--- src/rtl/rtc_bus_pkg.sv ---
// RTC bus arbiter shared types and constants.
// FSM encoding, requester indices and counter sizing helper.
package rtc_bus_pkg;

    typedef enum logic [2:0] {
        ST_IDLE  = 3'd0,
        ST_START = 3'd1,
        ST_WAIT  = 3'd2,
        ST_DONE  = 3'd3,
        ST_GAP   = 3'd4
    } arb_state_t;

    localparam int REQ_CRONO = 0;
    localparam int REQ_PROG  = 1;
    localparam int REQ_READ  = 2;

    localparam int DEF_ADDR_W = 8;
    localparam int DEF_DATA_W = 8;

    function automatic int cnt_w(input int n);
        return (n < 1) ? 1 : $clog2(n + 1);
    endfunction

endpackage

--- src/rtl/rr_pick3.sv ---
// Three-way round-robin selector.
// Picks the first requester at or after ptr; one-hot result.
module rr_pick3
    import rtc_bus_pkg::*;
(
    input  logic [2:0] req,
    input  logic [1:0] ptr,
    output logic [2:0] sel,
    output logic       valid
);

    always_comb begin
        sel = '0;
        case (ptr)
            2'd1: begin
                if (req[REQ_PROG])       sel[REQ_PROG]  = 1'b1;
                else if (req[REQ_READ])  sel[REQ_READ]  = 1'b1;
                else if (req[REQ_CRONO]) sel[REQ_CRONO] = 1'b1;
            end
            2'd2: begin
                if (req[REQ_READ])       sel[REQ_READ]  = 1'b1;
                else if (req[REQ_CRONO]) sel[REQ_CRONO] = 1'b1;
                else if (req[REQ_PROG])  sel[REQ_PROG]  = 1'b1;
            end
            default: begin
                if (req[REQ_CRONO])      sel[REQ_CRONO] = 1'b1;
                else if (req[REQ_PROG])  sel[REQ_PROG]  = 1'b1;
                else if (req[REQ_READ])  sel[REQ_READ]  = 1'b1;
            end
        endcase
    end

    assign valid = |req;

endmodule

--- src/rtl/rtc_bus_arbiter.sv ---
// Round-robin owner of the RTC register-access bus.
// One registered transaction at a time, with a recovery gap after each.
module rtc_bus_arbiter
    import rtc_bus_pkg::*;
#(
    parameter int ADDR_W     = DEF_ADDR_W,
    parameter int DATA_W     = DEF_DATA_W,
    parameter int GAP_CYCLES = 36,
    parameter int TIMEOUT    = 4095
) (
    input  logic                clk,
    input  logic                Reset,
    input  logic [2:0]          req,
    input  logic [2:0]          req_wr,
    input  logic [3*ADDR_W-1:0] req_addr,
    input  logic [3*DATA_W-1:0] req_wdata,
    output logic [2:0]          gnt,
    output logic [2:0]          done,
    output logic                err,
    output logic [DATA_W-1:0]   rd_data,
    output logic                bus_en,
    output logic                bus_start,
    output logic                bus_wr,
    output logic [ADDR_W-1:0]   bus_addr,
    output logic [DATA_W-1:0]   bus_data,
    input  logic                bus_done,
    input  logic [DATA_W-1:0]   bus_rdata
);

    localparam int WCW = cnt_w(TIMEOUT);
    localparam int GCW = cnt_w(GAP_CYCLES);

    arb_state_t        state, state_n;
    logic [2:0]        sel, sel_n, pick;
    logic              pick_v;
    logic [1:0]        ptr, ptr_n;
    logic [WCW-1:0]    wcnt, wcnt_n;
    logic [GCW-1:0]    gcnt, gcnt_n;
    logic              tflag, tflag_n;
    logic              wr_n, pick_wr;
    logic [ADDR_W-1:0] addr_n, pick_addr;
    logic [DATA_W-1:0] data_n, pick_wdata, rd_n;
    logic [2:0]        gnt_n, done_n;
    logic              err_n, en_n, start_n;

    rr_pick3 u_pick (
        .req   (req),
        .ptr   (ptr),
        .sel   (pick),
        .valid (pick_v)
    );

    always_comb begin
        pick_wr    = req_wr[REQ_CRONO];
        pick_addr  = req_addr[REQ_CRONO*ADDR_W +: ADDR_W];
        pick_wdata = req_wdata[REQ_CRONO*DATA_W +: DATA_W];
        unique case (1'b1)
            pick[REQ_PROG]: begin
                pick_wr    = req_wr[REQ_PROG];
                pick_addr  = req_addr[REQ_PROG*ADDR_W +: ADDR_W];
                pick_wdata = req_wdata[REQ_PROG*DATA_W +: DATA_W];
            end
            pick[REQ_READ]: begin
                pick_wr    = req_wr[REQ_READ];
                pick_addr  = req_addr[REQ_READ*ADDR_W +: ADDR_W];
                pick_wdata = req_wdata[REQ_READ*DATA_W +: DATA_W];
            end
            default: ;
        endcase
    end

    always_comb begin
        state_n = state;
        sel_n   = sel;
        ptr_n   = ptr;
        wcnt_n  = wcnt;
        gcnt_n  = gcnt;
        tflag_n = tflag;
        wr_n    = bus_wr;
        addr_n  = bus_addr;
        data_n  = bus_data;
        rd_n    = rd_data;
        case (state)
            ST_IDLE: if (pick_v) begin
                state_n = ST_START;
                sel_n   = pick;
                wr_n    = pick_wr;
                addr_n  = pick_addr;
                data_n  = pick_wr ? pick_wdata : '0;
                tflag_n = 1'b0;
            end
            ST_START: begin
                state_n = ST_WAIT;
                wcnt_n  = '0;
            end
            ST_WAIT: begin
                if (bus_done) begin
                    state_n = ST_DONE;
                    if (!bus_wr) rd_n = bus_rdata;
                end else begin
                    wcnt_n = wcnt + 1'b1;
                    if (wcnt_n == WCW'(TIMEOUT)) begin
                        state_n = ST_DONE;
                        tflag_n = 1'b1;
                        rd_n    = '0;
                    end
                end
            end
            ST_DONE: begin
                gcnt_n  = '0;
                state_n = (GAP_CYCLES == 0) ? ST_IDLE : ST_GAP;
                unique case (1'b1)
                    sel[REQ_CRONO]: ptr_n = 2'd1;
                    sel[REQ_PROG]:  ptr_n = 2'd2;
                    default:        ptr_n = 2'd0;
                endcase
            end
            ST_GAP: begin
                gcnt_n = gcnt + 1'b1;
                if (gcnt_n == GCW'(GAP_CYCLES)) state_n = ST_IDLE;
            end
            default: state_n = ST_IDLE;
        endcase
    end

    // Outputs are registered from the next state so they line up with it.
    always_comb begin
        gnt_n   = (state_n inside {ST_START, ST_WAIT, ST_DONE}) ? sel_n : '0;
        done_n  = (state_n == ST_DONE) ? sel_n : '0;
        err_n   = (state_n == ST_DONE) && tflag_n;
        en_n    = (state_n inside {ST_START, ST_WAIT});
        start_n = (state_n == ST_START);
    end

    always_ff @(posedge clk or negedge Reset) begin
        if (!Reset) begin
            state     <= ST_IDLE;
            sel       <= '0;
            ptr       <= '0;
            wcnt      <= '0;
            gcnt      <= '0;
            tflag     <= 1'b0;
            bus_wr    <= 1'b0;
            bus_addr  <= '0;
            bus_data  <= '0;
            rd_data   <= '0;
            gnt       <= '0;
            done      <= '0;
            err       <= 1'b0;
            bus_en    <= 1'b0;
            bus_start <= 1'b0;
        end else begin
            state     <= state_n;
            sel       <= sel_n;
            ptr       <= ptr_n;
            wcnt      <= wcnt_n;
            gcnt      <= gcnt_n;
            tflag     <= tflag_n;
            bus_wr    <= wr_n;
            bus_addr  <= addr_n;
            bus_data  <= data_n;
            rd_data   <= rd_n;
            gnt       <= gnt_n;
            done      <= done_n;
            err       <= err_n;
            bus_en    <= en_n;
            bus_start <= start_n;
        end
    end

endmodule

--- config.mk ---
export PLATFORM = sky130hd
export DESIGN_NAME = rtc_bus_arbiter
export DESIGN_NICKNAME = d
export VERILOG_FILES = /design/src/rtl/rtc_bus_pkg.sv /design/src/rtl/rr_pick3.sv /design/src/rtl/rtc_bus_arbiter.sv
export SDC_FILE = /design/constraint.sdc
export NUM_CORES = 1
export LEC_CHECK = 0
export ABC_AREA = 1
export BUFFER_PORTS_ARGS = -buffer_cell sky130_fd_sc_hd__buf_2
export CORE_ASPECT_RATIO = 2
export CORE_MARGIN = 8
export CORE_UTILIZATION = 40
export DETAILED_ROUTE_END_ITERATION = 10
export PLACE_DENSITY_LB_ADDON = 0.2
export RECOVER_POWER = 100
export SLEW_MARGIN = 20
export SYNTH_ARGS = -nofsm -noshare
export SYNTH_HDL_FRONTEND = slang
export SYNTH_SLANG_ARGS = --single-unit
--- constraint.sdc ---
create_clock -name clk -period 2.9 [get_ports clk]
set_clock_uncertainty 0.05 [all_clocks]
set_input_delay 0.145 -clock clk [delete_from_list [all_inputs] [get_ports clk]]
set_output_delay 0.145 -clock clk [all_outputs]
set_load 0.01 [all_outputs]
==> metrics, run 1 <==
CTS Buffer Depth 2; dominant cells by area after synthesis dfrtp_1 (49%), nand2_1 (13%), o21ai_0 (6.1%); Global Route Usage Sum roughly 16%; Routed WL between 8000 and 9000 um; post-CTS sizing 0; number of nets still failing antenna checks after routing 0; Mapped Cells ~390; hold slack final around 0.018 ns; HPWL Detailed a little under 7000 um; Worst-Margin Slew between 1 and 1.5 ns; critical-path maximum fanout 16; Avg Cell Area, Syn around 8 um2; Setup CP Type reg -> reg; sequential area share after synthesis around half; Die Ht between 100 and 150 um; Starting Density around two fifths; cts hold-fix bufs 1; sw frac 41.09%; top achievable clock speed 432.6 MHz; worst path required time between 3 and 4 ns; Post-synth ARST share between 90% and 100%; Final Setup Violations 0; vias per cell about 5; Crit path largest cell delay about 0.43 ns; Chip Width slightly below 80 um; I/O Pins between 90 and 100; core area between 7000 and 8000 um2; Synth Flop Type dfrtp_1; Synth top cells by count nand2_1 (111), dfrtp_1 (61), inv_1 (42), o21ai_0 (38), a21oi_1 (19); Initial DRC Count 80; most frequent CP cell nand2_1; Final Worst Setup Slack around 0.6 ns; Clock Latency Late Sink ~0.33 ns; pins over their slew limit 0; internal power component between 2000 and 2500 uW; Ys Warns 0; clock sink count 61; ANT cells 0; status finished, final reports clean; drt first pass iters 4; max_cap viols 0; hold crit path type in -> reg; Tcrit/Tclk final between 70 and 80%; clock power share a little over a quarter; Post-Syn Nets 455; number of global-route vias before repair 3131; grt total ovfl 0; CTS Buf Count 9; Flop pwr share a little over a third; WL/cell between 10 and 15 um; Setup WS pre-CTS between 0.6 and 0.7 ns; sw power 1577 uW; Worst VDD drop approximately 0.00064 V; largest net degree at the start of global routing 26; first-pass GRT wire length ~14000 um; total die area roughly 11000 um2; most common cell in the synthesized netlist nand2_1; H-tree Lvls 3; worst endpoint data arrival time 2.46 ns; minimum clock period approximately 2.3 ns; via count 2923; fraction of layout cells with a size suffix above 1 approximately a fifth; Mapped Area 3119 um2; Syn-to-layout area delta 25.75%; Reg clk slew, reported paths 0.05 ns; CTS tree yes; slew margin rel. about an eighth; I/O Buffers 98; LEAKAGE ~0.0019 uW; Cell Chain, Critical Path ha_1, nand3_2, xor2_1, nor2_1, nand2_1, nor2_1, nand2_2, nand2_1, nand3_2, nand2_1, o21ai_0; post-CTS setup buffer count 0; Root Driver clkbuf_16; CP max stage cell dfrtp_1; Placer Congestion 0.8237; Fin. Hold Viols 0; Synth Register Bits 61; layout net count between 500 and 600; post-route setup TNS 0 ns; power per cell area 978.7 nW/um2; Synth area leader dfrtp_1; DRC 0; Cell variety after synth 31; RSZ-0062 raised after global routing no; number of flops mapped to enable cells by yosys 0; Worst setup SP type register; row cnt 45; crit end category register; post-synth top area share roughly half; initial antenna violation count 0; Comb pwr share roughly two fifths
==> cell families after synthesis <==
kind of cell / count (synthesis) / share of synthesized area (%)
XOR/XNOR: 6 / 1.685
adder cells (fa/ha/maj): 5 / 2.006
buffers and inverters: 54 / 6.819
AO/OA/AOI/OAI: 77 / 14.12
flip-flops: 61 / 48.94
AND/OR/NAND/NOR: 182 / 26.43
==> stage by stage <==
stage	total power (uW)	utilization [%]	std cells	instance area, um2
final	3839	51.60	590	3923
after global placement	2944	49.00	573	3725
after detailed placement	2986	49.00	573	3725
after global routing	4181	51.60	590	3923
after floorplan	2372	-	385	3119
after CTS	4007	52.92	590	4023
==> routing by layer <==
layer  vias up  wire length [um]  global-route usage, %
li1       1472                 -                      -
met1      1343              3099                  15.61
met2        91              4499                  28.45
met3        17               542                  6.242
met4         0               210                  7.768
met5         -                 0                      0
==> power by group through the flow <==
stage | logic (uW) | registers (uW) | clock network (uW)
final | 1500 | 1340 | 998
after global routing | 1740 | 1380 | 1070
after CTS | 1650 | 1330 | 1030
after detailed placement | 1650 | 1340 | 0
after floorplan | 954 | 1420 | 0
after global placement | 1600 | 1340 | 0
==> state kept, by name, indices dropped and copies added, names as in the netlist, 2 cells and up <==
name      cells
bus_addr      8
bus_data      8
done          3
gcnt          6
gnt           3
ptr           2
rd_data       8
sel           3
state         3
wcnt         12
==> layout make-up <==
cell class | count | area [um2]
fillers | 800 | 3679
clock inverters | 5 | 35.03
flip-flops and latches | 61 | 1526
well taps | 94 | 117.6
repair buffers | 105 | 488.0
multi-input cells | 270 | 1338
clock buffers | 11 | 252.7
inverters | 44 | 165.2
==> worst max-delay path: cells and delay by family, from the launching register on <==
family | cells | cell delay [ns]
AOI/OAI and AO/OA | 1 | 0.09
xor gates and xnor gates | 1 | 0.18
adders and majority gates | 1 | 0.24
DFF | 1 | 0.43
and+or+nand+nor | 8 | 1.19
==> path summary, 6_finish.rpt <==
path | from | to | slack, ns | cells after the start
max | wcnt[1]$_DFFE_PN0P_ | rd_data[3]$_DFFE_PN0P_ | 0.59 | 11
min | req_addr[6] | bus_addr[6]$_DFFE_PN0P_ | 0.02 | 3
max reg2reg | wcnt[1]$_DFFE_PN0P_ | rd_data[3]$_DFFE_PN0P_ | 0.59 | 11
min reg2reg | tflag$_DFF_PN0_ | tflag$_DFF_PN0_ | 0.43 | 2
max in group asynchronous | Reset | wcnt[6]$_DFFE_PN0P_ | 0.93 | 3
min in group asynchronous | Reset | gcnt[2]$_DFFE_PN0P_ | 0.59 | 2
==> cell usage in the layout, fill, tap and decap left out, drive strengths merged, types with 2 or more instances in the layout <==
cell type	instances
nor3	4
ha	5
clkbuf	50
clkinv	2
dfrtp	61
nand3	20
nand4	13
nor2	24
xor2	5
nand2	120
o22ai	6
a41oi	2
a21oi	19
o21ai	47
buf	65
inv	43
clkinvlp	4
No activity file was read; power rests on OpenSTA's default activity.
==> run 2: changes to the inputs <==
==> constraint.sdc (replaced) <==
create_clock -name clk -period 2.1 [get_ports clk]
set_clock_uncertainty 0.05 [all_clocks]
set_input_delay 0.105 -clock clk [delete_from_list [all_inputs] [get_ports clk]]
set_output_delay 0.105 -clock clk [all_outputs]
set_load 0.01 [all_outputs]
==> metrics, run 2 (synthesis results as in run 1) <==
status finished, final reports clean; Placer Congestion around 0.77; H-tree Lvls 3; vias per cell approximately 4.9; area of the multi-input gates roughly 1400 um2; crit end category register; DRC 0; CP Launch Point wcnt[0]$_DFFE_PN0P_; Crit Reg-Reg Startpoint wcnt[0]$_DFFE_PN0P_; sequential cell area ~1500 um2; largest net degree at the start of global routing 37; number of global-route vias before repair about 3.2k; Tcrit/Tclk final between 90 and 100%; total die area ~11000 um2; Worst-Margin Slew approximately 1.5 ns; CTS Buf Count 9; Chip Width 78.44 um; drt first pass iters 4; worst endpoint data arrival time about 2.2 ns; max FFs per register 12; Syn-to-layout area delta 36.10%; Inst Count DP around 580; Post-Place Cell Area between 3000 and 4000 um2; row cnt between 40 and 50; leading cell type in the layout, fill and taps excluded nand2_1; layout net count 580; WL/cell between 10 and 15 um; I/O Pins 99; total power 5823 uW; Hold Crit Start req_addr[9]; clock sink count 61; Initial DRC Count between 100 and 150; Global Route Usage Sum 16.72%; sw power between 2000 and 2500 uW; Clock Latency Late Sink between 0.3 and 0.4 ns; Worst setup SP type register; max_cap viols 0; Routed WL 8745 um; Worst VDD drop between 0.0007 and 0.0008 V; post-CTS setup buffer count 0; Setup CP Type reg -> reg; first-pass GRT wire length 14720 um; Final Setup Violations 0; slew margin rel. 2.105%; sw frac between 30% and 40%; via count roughly 3k; CTS tree yes; delay-heaviest family, CP simple AND/OR/NAND/NOR gates; hold slack final between 0.005 and 0.006 ns; Root Driver clkbuf_16; Largest Register wcnt; worst path required time roughly 2.3 ns; Final Non-Filler Cells between 600 and 700; top achievable clock speed 516.3 MHz; Crit path largest cell delay approximately 0.41 ns; Comb pwr share around 39%; fraction of layout cells with a size suffix above 1 between 20% and 30%; Die Ht between 100 and 150 um; most frequent CP cell nand2_2; Cell Chain, Critical Path ha_2, nand3_2, nor2_4, nand3_1, nand2_2, nand2_2, nor2_2, nand2_2, nand2_4, nand2_2, nand3_2, nand2_1, inv_1; internal power component approximately 3600 uW; ANT cells 0; HPWL Detailed about 6800 um; core area 7601 um2; clock power share 29.3%; highest-count cells in the layout ignoring fill and taps nand2_1 (111), buf_2 (63), dfrtp_1 (61); Starting Density 41.04%; Fin. Hold Viols 0; Reg clk slew, reported paths about 0.050 ns; grt total ovfl 0; LEAKAGE slightly above 0.002 uW; Flop pwr share between 30% and 40%; worst path bufs/invs 1; critical-path maximum fanout 6; minimum clock period just under 2 ns; CP max stage cell dfrtp_1; fillers 760; initial antenna violation count 0; hold crit path type in -> reg; I/O Buffers 98; power per cell area around 1400 nW/um2; finished layout cell area ~4200 um2; number of nets still failing antenna checks after routing 0; pins over their slew limit 0; CTS Buffer Depth 2
## run 2: worst paths after layout
path	end	slack, ns	cells past startpoint
min	bus_addr[1]$_DFFE_PN0P_	0.005	3
max reg2reg	gnt[2]$_DFF_PN0_	0.16	13
min in group asynchronous	wcnt[1]$_DFFE_PN0P_	0.61	2
max	gnt[2]$_DFF_PN0_	0.16	13
max in group asynchronous	done[2]$_DFF_PN0_	0.54	2
min reg2reg	tflag$_DFF_PN0_	0.42	2
## run 2: power by group through the flow
stage	Combinational (uW)	Clock, uW	Sequential (uW)
2_1_floorplan	1320	0	1960
3_3_place_gp	2300	0	1840
3_5_place_dp	2360	0	1840
4_1_cts	2380	1730	1830
5_1_grt	2600	1780	1880
6_report	2280	1700	1840
## run 2: per-layer routing
metal / vias to the layer above / routed length [um] / track usage (%) / part of all wire (%)
li1: 1512 / - / - / -
met1: 1372 / 3167 / 15.90 / 36
met2: 93 / 4699 / 29.68 / 54
met3: 19 / 627 / 6.433 / 7.2
met4: 0 / 250 / 8.948 / 2.9
met5: - / 0 / 0 / 0
## run 2: area by class of cell
class                   count  share of cell area [%]
inverters                  44                   3.890
multi-input cells         271                   33.27
repair buffers            123                   16.06
well taps                  94                   2.770
clock inverters             4                   2.240
flip-flops and latches     61                   35.96
clock buffers              12                   5.806
## run 2: timing repair
| action | in CTS | in global routing |
|---|---|---|
| setup endpoints to repair | 0 | 12 |
| hold endpoints to repair | 37 | 0 |
| hold buffers | 15 | 0 |
| gates resized for setup | 0 | 5 |
## run 2: worst register-to-register path: stages, from the launching register on
cell     delay [ns]
dfrtp_1        0.41
ha_2           0.23
nand3_2        0.12
nor2_4         0.15
nand3_1        0.11
nand2_2        0.09
nand2_2        0.06
nor2_2         0.14
nand2_2        0.08
nand2_4        0.10
nand2_2        0.12
nand3_2        0.11
nand2_1        0.06
inv_1          0.06
## run 2: through the flow
stage	TNS, ns	utilization [%]	setup slack (ns)
final	0	55.85	0.1630
after global routing	-0.007052	55.85	-0.007052
after CTS	0	56.03	0.05151
after detailed placement	0	49.56	0.05756
after global placement	0	49.56	0.1480
after floorplan	0	-	0.2498
